$ cat config.mk
export PLATFORM = sky130hd
export DESIGN_NAME = uart_prog_loader
export DESIGN_NICKNAME = d
export VERILOG_FILES = /design/src/rtl/uart_prog_loader.sv
export SDC_FILE = /design/constraint.sdc
export NUM_CORES = 1
export LEC_CHECK = 0
export ABC_AREA = 1
export CORE_MARGIN = 2
export CORE_UTILIZATION = 50
export CTS_CLUSTER_SIZE = 8
export DETAILED_ROUTE_END_ITERATION = 10
export PLACE_DENSITY_LB_ADDON = 0.15
export SLEW_MARGIN = 5
export SYNTH_ARGS = -nofsm -noshare
export SYNTH_HDL_FRONTEND = slang
export SYNTH_SLANG_ARGS = --single-unit
$ cat constraint.sdc
create_clock -name clk -period 2.35 [get_ports clk]
set_input_delay 0.235 -clock clk [delete_from_list [all_inputs] [get_ports clk]]
set_output_delay 0.235 -clock clk [all_outputs]
set_load 0.01 [all_outputs]
$ cat src/rtl/uart_prog_loader.sv
// UART program loader: collects a length-prefixed byte frame into DATA_W-bit little-endian
// words, writes them to instruction memory, appends NOP padding and a HALT word, checks the XOR sum.
module uart_prog_loader #(
    parameter int                DATA_W    = 32,
    parameter int                ADDR_W    = 32,
    parameter logic [ADDR_W-1:0] BASE_ADDR = '0,
    parameter int                PAD_WORDS = 6,
    parameter logic [DATA_W-1:0] NOP_WORD  = 'h13,
    parameter logic [DATA_W-1:0] HALT_WORD = '1,
    parameter int unsigned       TIMEOUT   = 1_000_000
) (
    input  logic              clk,
    input  logic              rst,
    input  logic [7:0]        rx_byte_i,
    input  logic              rx_valid_i,
    output logic [DATA_W-1:0] wr_data_o,
    output logic [ADDR_W-1:0] wr_addr_o,
    output logic              wr_valid_o,
    input  logic              wr_ready_i,
    output logic              start_o,
    output logic              busy_o,
    output logic [2:0]        error_o,
    output logic [31:0]       byte_count_o
);
    localparam int WB = DATA_W / 8;
    localparam int LW = $clog2(WB);
    localparam int TW = (TIMEOUT > 1) ? $clog2(TIMEOUT + 1) : 1;

    typedef enum logic [2:0] {IDLE, LEN, PAYLOAD, CHECK, PAD, HALT, DONE, FAIL} state_t;

    state_t            state_q, state_d;
    logic [31:0]       len_q, len_d;
    logic [1:0]        len_idx_q, len_idx_d;
    logic [LW-1:0]     lane_q, lane_d;
    logic [DATA_W-1:0] asm_q, asm_d;
    logic [7:0]        csum_q, csum_d;
    logic [31:0]       cnt_q, cnt_d;
    logic [3:0]        pad_q, pad_d;
    logic [TW-1:0]     idle_q, idle_d;
    logic [ADDR_W-1:0] naddr_q, naddr_d;
    logic              wr_valid_q, wr_valid_d;
    logic [DATA_W-1:0] wr_data_q, wr_data_d;
    logic [ADDR_W-1:0] wr_addr_q, wr_addr_d;
    logic [2:0]        err_q, err_d;
    logic              start_q, start_d;
    logic              busy_q, busy_d;

    logic              in_frame, out_free, timeout, last_byte, load;
    logic [DATA_W-1:0] word_w, load_word;

    assign in_frame  = state_q inside {LEN, PAYLOAD, CHECK};
    // The output register can take a new word if empty or being accepted this cycle.
    assign out_free  = !wr_valid_q || wr_ready_i;
    assign timeout   = (TIMEOUT != 0) && in_frame && !rx_valid_i && (idle_q == TW'(TIMEOUT - 1));
    assign last_byte = (cnt_q + 32'd1) == len_q;
    assign word_w    = asm_q | (DATA_W'(rx_byte_i) << {lane_q, 3'b000});

    always_comb begin
        state_d    = state_q;
        len_d      = len_q;
        len_idx_d  = len_idx_q;
        lane_d     = lane_q;
        asm_d      = asm_q;
        csum_d     = csum_q;
        cnt_d      = cnt_q;
        pad_d      = pad_q;
        naddr_d    = naddr_q;
        wr_valid_d = wr_valid_q;
        wr_data_d  = wr_data_q;
        wr_addr_d  = wr_addr_q;
        err_d      = err_q;
        start_d    = start_q;
        load       = 1'b0;
        load_word  = '0;
        idle_d     = '0;
        if (in_frame && !rx_valid_i) idle_d = idle_q + 1'b1;
        if (wr_valid_q && wr_ready_i) wr_valid_d = 1'b0;

        case (state_q)
            IDLE: if (rx_valid_i) begin
                len_d     = {24'h0, rx_byte_i};
                len_idx_d = 2'd1;
                state_d   = LEN;
            end
            LEN: if (rx_valid_i) begin
                len_d[8*len_idx_q +: 8] = rx_byte_i;
                len_idx_d = len_idx_q + 2'd1;
                if (len_idx_q == 2'd3)
                    state_d = ({rx_byte_i, len_q[23:0]} == 32'd0) ? CHECK : PAYLOAD;
            end else if (timeout) begin
                err_d[2] = 1'b1;
                state_d  = FAIL;
            end
            PAYLOAD: if (rx_valid_i) begin
                csum_d = csum_q ^ rx_byte_i;
                cnt_d  = cnt_q + 32'd1;
                if (lane_q == LW'(WB - 1) || last_byte) begin
                    asm_d  = '0;
                    lane_d = '0;
                    if (out_free) begin
                        load      = 1'b1;
                        load_word = word_w;
                        if (last_byte) state_d = CHECK;
                    end else begin
                        err_d[1] = 1'b1;
                        state_d  = FAIL;
                    end
                end else begin
                    asm_d  = word_w;
                    lane_d = lane_q + 1'b1;
                end
            end else if (timeout) begin
                err_d[2] = 1'b1;
                state_d  = FAIL;
            end
            CHECK: if (rx_valid_i) begin
                if (rx_byte_i != csum_q) err_d[0] = 1'b1;
                state_d = PAD;
            end else if (timeout) begin
                err_d[2] = 1'b1;
                state_d  = FAIL;
            end
            PAD: begin
                if (rx_valid_i) err_d[1] = 1'b1;
                if (out_free) begin
                    load = 1'b1;
                    if (pad_q == 4'(PAD_WORDS)) begin
                        load_word = HALT_WORD;
                        state_d   = HALT;
                    end else begin
                        load_word = NOP_WORD;
                        pad_d     = pad_q + 4'd1;
                    end
                end
            end
            HALT: begin
                if (rx_valid_i) err_d[1] = 1'b1;
                if (wr_valid_q && wr_ready_i) state_d = (err_d == 3'b000) ? DONE : FAIL;
            end
            DONE: start_d = 1'b1;
            FAIL: ;
        endcase

        if (load) begin
            wr_valid_d = 1'b1;
            wr_data_d  = load_word;
            wr_addr_d  = naddr_q;
            naddr_d    = naddr_q + ADDR_W'(WB);
        end
        busy_d = !(state_d inside {IDLE, DONE, FAIL});
    end

    always_ff @(posedge clk) begin
        if (rst) begin
            state_q    <= IDLE;
            len_q      <= '0;
            len_idx_q  <= '0;
            lane_q     <= '0;
            asm_q      <= '0;
            csum_q     <= '0;
            cnt_q      <= '0;
            pad_q      <= '0;
            idle_q     <= '0;
            naddr_q    <= BASE_ADDR;
            wr_valid_q <= 1'b0;
            wr_data_q  <= '0;
            wr_addr_q  <= BASE_ADDR;
            err_q      <= '0;
            start_q    <= 1'b0;
            busy_q     <= 1'b0;
        end else begin
            state_q    <= state_d;
            len_q      <= len_d;
            len_idx_q  <= len_idx_d;
            lane_q     <= lane_d;
            asm_q      <= asm_d;
            csum_q     <= csum_d;
            cnt_q      <= cnt_d;
            pad_q      <= pad_d;
            idle_q     <= idle_d;
            naddr_q    <= naddr_d;
            wr_valid_q <= wr_valid_d;
            wr_data_q  <= wr_data_d;
            wr_addr_q  <= wr_addr_d;
            err_q      <= err_d;
            start_q    <= start_d;
            busy_q     <= busy_d;
        end
    end

    assign wr_data_o    = wr_data_q;
    assign wr_addr_o    = wr_addr_q;
    assign wr_valid_o   = wr_valid_q;
    assign start_o      = start_q;
    assign busy_o       = busy_q;
    assign error_o      = err_q;
    assign byte_count_o = cnt_q;
endmodule

==> results.tsv <==
metric	value	unit
largest net degree at the start of global routing	66	
clk_skew	13.3	ps
DRC	0	
Starting DRT DRC Count	1161	
Die Y-Extent	159	um
routability congestion estimate from global placement	0.953	
Post-DP Area	14900	um2
H-tree levels	2	
Hold EP	start_o$_SDFFE_PP0N_	
core area	23500	um2
sequential share of the synthesized area	0.387	
max-slew violations	0	
synth warn	0	
sequential power share	0.432	
Crit. Startpoint	byte_count_o[0]$_SDFFE_PP0P_	
vias in the first global route	11827	
Final setup viols	132	
VDD IR max	658	uV
deepest clock path buffer count	3	
maximum clock rate	357	MHz
WHS Path Cells	2	
pwr dens	563	nW/um2
Gate power share	0.105	
Yosys reg bits	233	
nets@finish	2104	
Worst EP arrival	3230	ps
Port Buffers	111	
Num CTS Buffers	35	
failing checks	negative setup slack	
Clock Sinks	233	
Reg2Reg Launch Point	byte_count_o[0]$_SDFFE_PP0P_	
1st-pass router iterations	7	
CTS tree	built	
I/O pins	114	
critical path required time	2780	ps
Mapped Cells	1773	
status	finished with violations	
post-route core utilization	0.718	
share of layout cells above drive strength 1	0.228	
total grt overflow	0	
number of flops mapped to enable cells by yosys	0	
Final Instance Area	16900	um2
Leakage	6.80	nW
Sw Share	0.253	
all-layer global routing usage	0.284	
vias per cell	5.41	
R2R cell count	21	
Avg Cell Area, Syn	6.79	um2
crit-path max FO	6	
Main synth FF type	dfxtp_1	
Async SR Flop Fraction	0	
DR WL/cell	16.1	um
clock latency on the worst-skew pair	510	ps
Crit Path Category	flop to flop	
die area	25300	um2
vias	13009	
Post-CTS Hold Fix Bufs	0	
total routed wirelength	38800	um
Clock power frac	0.463	
Slew HR	0.612	
CTS Root Cell	clkbuf_16	
FF-to-FF End	naddr_q[28]$_SDFFE_PP0P_	
first-pass GRT wire length	59800	um
Synth-to-Final Area Change	40.4	%
antenna-violating nets left	0	
worst-margin pin slew	578	ps
clk slew on worst S/H paths	50	ps
NetSw	2.41	mW
post-place setup slack	-588	ps
Hold Path Class	input pin to flop	
r2r setup slk	-450	ps
ANT cells	0	
Final Hold Violating Endpoints	0	
Int Power	7.12	mW
Startpoint Class	flop	
setup ws final	-452	ps
hold path startpoint	rst	
max-cap check violation count	0	
initial core utilization	0.512	
die width	159	um
RSZ-0062 raised after global routing	true	
min cycle time layout	2800	ps
Rows	56	
CP Capture Type	flop	
synth unique cells	43	
Final HPWL DP	26400	um
Final period util	1.19	
Mapped Area	12000	um2
initial antenna violation count	0	
[what timing repair did]
item,in CTS,in global routing
gates cloned,2,6
gates resized for setup,43,137
hold endpoints to repair,0,0
pin swaps,27,52
buffers inserted,17,23
endpoints found under the setup margin,133,138
[logic make-up after synthesis]
family                     share of synthesized area
AOI/OAI and AO/OA                              0.182
buffers and inverters                          0.101
xor gates and xnor gates                      0.0182
DFF                                            0.387
other                                       0.000311
and+or+nand+nor                                0.301
adders and majority gates                     0.0104
[cells in the mapped netlist (3+ instances only)]
master	count	area, um2
a21oi_1	143	716
nor2_4	7	78.8
and2_1	4	25.0
nand4_1	29	181
xnor2_1	3	26.3
nor2_2	4	25.0
nand3_1	105	526
nand3b_1	10	75.1
xor2_1	22	193
a211oi_2	13	163
o21ai_1	4	20.0
o211ai_1	10	75.1
buf_4	4	30.0
inv_1	215	807
o21ai_0	91	455
o21a_1	6	45.0
nor4_1	23	144
clkbuf_1	64	240
nand2_4	3	33.8
a31oi_1	17	106
nor3_1	35	175
o21bai_1	16	120
nor2_1	217	815
nand2_1	395	1480
buf_6	6	67.6
dfxtp_1	233	4660
ha_1	10	125
a211oi_1	51	383
nand2_2	4	25.0
buf_2	6	30.0
a31o_2	8	70.1
[power by group through the flow]
stage	Combinational (mW)	Clock [mW]	Sequential (mW)
after floorplan	0.543	0	4.18
after global placement	0.901	0	4.19
after detailed placement	0.909	0	4.19
after CTS	0.952	4.49	4.11
after global routing	1.09	4.67	4.12
final	1.00	4.41	4.12
[flip-flops by register name (all words and copies together), names as in the netlist, 4 cells and up]
name,flops
wr_data_o,32
idle_q,20
csum_q,8
len_q,32
pad_q,4
byte_count_o,32
naddr_q,30
asm_q,32
wr_addr_o,30
[through the flow]
stage / std cells / total power [mW] / setup TNS (ps) / hold slack (ps)
final: 2406 / 9.53 / -49150 / 131
after global routing: 2406 / 9.88 / -70330 / 130
after CTS: 2381 / 9.56 / -44250 / 101
after detailed placement: 2322 / 5.10 / -56120 / 451
after global placement: 2322 / 5.09 / -47920 / 444
after floorplan: 1774 / 4.73 / -8860 / 418
[cells in the final DEF (no fill, tap or decap), drive strengths merged]
| cell type | count |
|---|---|
| ha | 10 |
| xor2 | 22 |
| and3 | 2 |
| nor3b | 1 |
| o21ai | 95 |
| clkinv | 4 |
| dfxtp | 233 |
| a31o | 8 |
| nor2 | 228 |
| o21a | 6 |
| a31oi | 17 |
| a211oi | 64 |
| a32oi | 1 |
| nand3 | 107 |
| nand3b | 10 |
| a21oi | 143 |
| conb | 2 |
| inv | 217 |
| clkbuf | 43 |
| nor3 | 35 |
| o211ai | 10 |
| o32ai | 1 |
| clkdlybuf4s50 | 110 |
| nand4 | 29 |
| o221ai | 1 |
| o21bai | 16 |
| buf | 239 |
| nand2 | 402 |
| o2111a | 1 |
| xnor2 | 3 |
| nor4 | 23 |
| and2 | 4 |
[worst max-delay path by stage]
stage / cells past startpoint / endpoint / slack (ps)
6_report: 21 / naddr_q[28]$_SDFFE_PP0P_ / -450
5_1_grt: 23 / naddr_q[10]$_SDFFE_PP0P_ / -640
4_1_cts: 21 / wr_addr_o[16]$_SDFFE_PP0P_ / -430
3_5_place_dp: 21 / wr_addr_o[17]$_SDFFE_PP0P_ / -590
3_3_place_gp: 21 / naddr_q[3]$_SDFFE_PP0P_ / -490
2_1_floorplan: 22 / naddr_q[24]$_SDFFE_PP0P_ / -120
[routing by layer]
metal / GRT usage / vias up / wire, um
met5: 0 / - / 0
met4: 0.0715 / 0 / 782
met3: 0.0451 / 63 / 2540
met2: 0.458 / 437 / 17700
met1: 0.399 / 6054 / 17700
li1: - / 6455 / -
[area by class of cell]
type / count / area, um2
clock buffer: 38 / 887
inverter: 217 / 815
fill: 1977 / 6630
clock inverter: 4 / 63.8
timing repair buffer: 354 / 3260
sequential: 233 / 4680
multi-input combinational: 1241 / 6810
tap: 319 / 399
[critical path: stages, from the launching register on]
cell and delay (ps):
dfxtp_4 370, ha_4 150, nand2_4 50, nor2_4 200, buf_6 130, nand2_4 60, nor2_4 210, nand3_2 110
nand3_2 100, nand2_1 70, nor2_1 110, nand2_1 70, nor2_2 140, nand3_4 130, nand2_4 110, nand2_4 70
nand2_8 110, buf_12 130, buf_12 120, buf_6 110, nand2_2 40, a21oi_1 120
(Power assumes the default switching activity.)
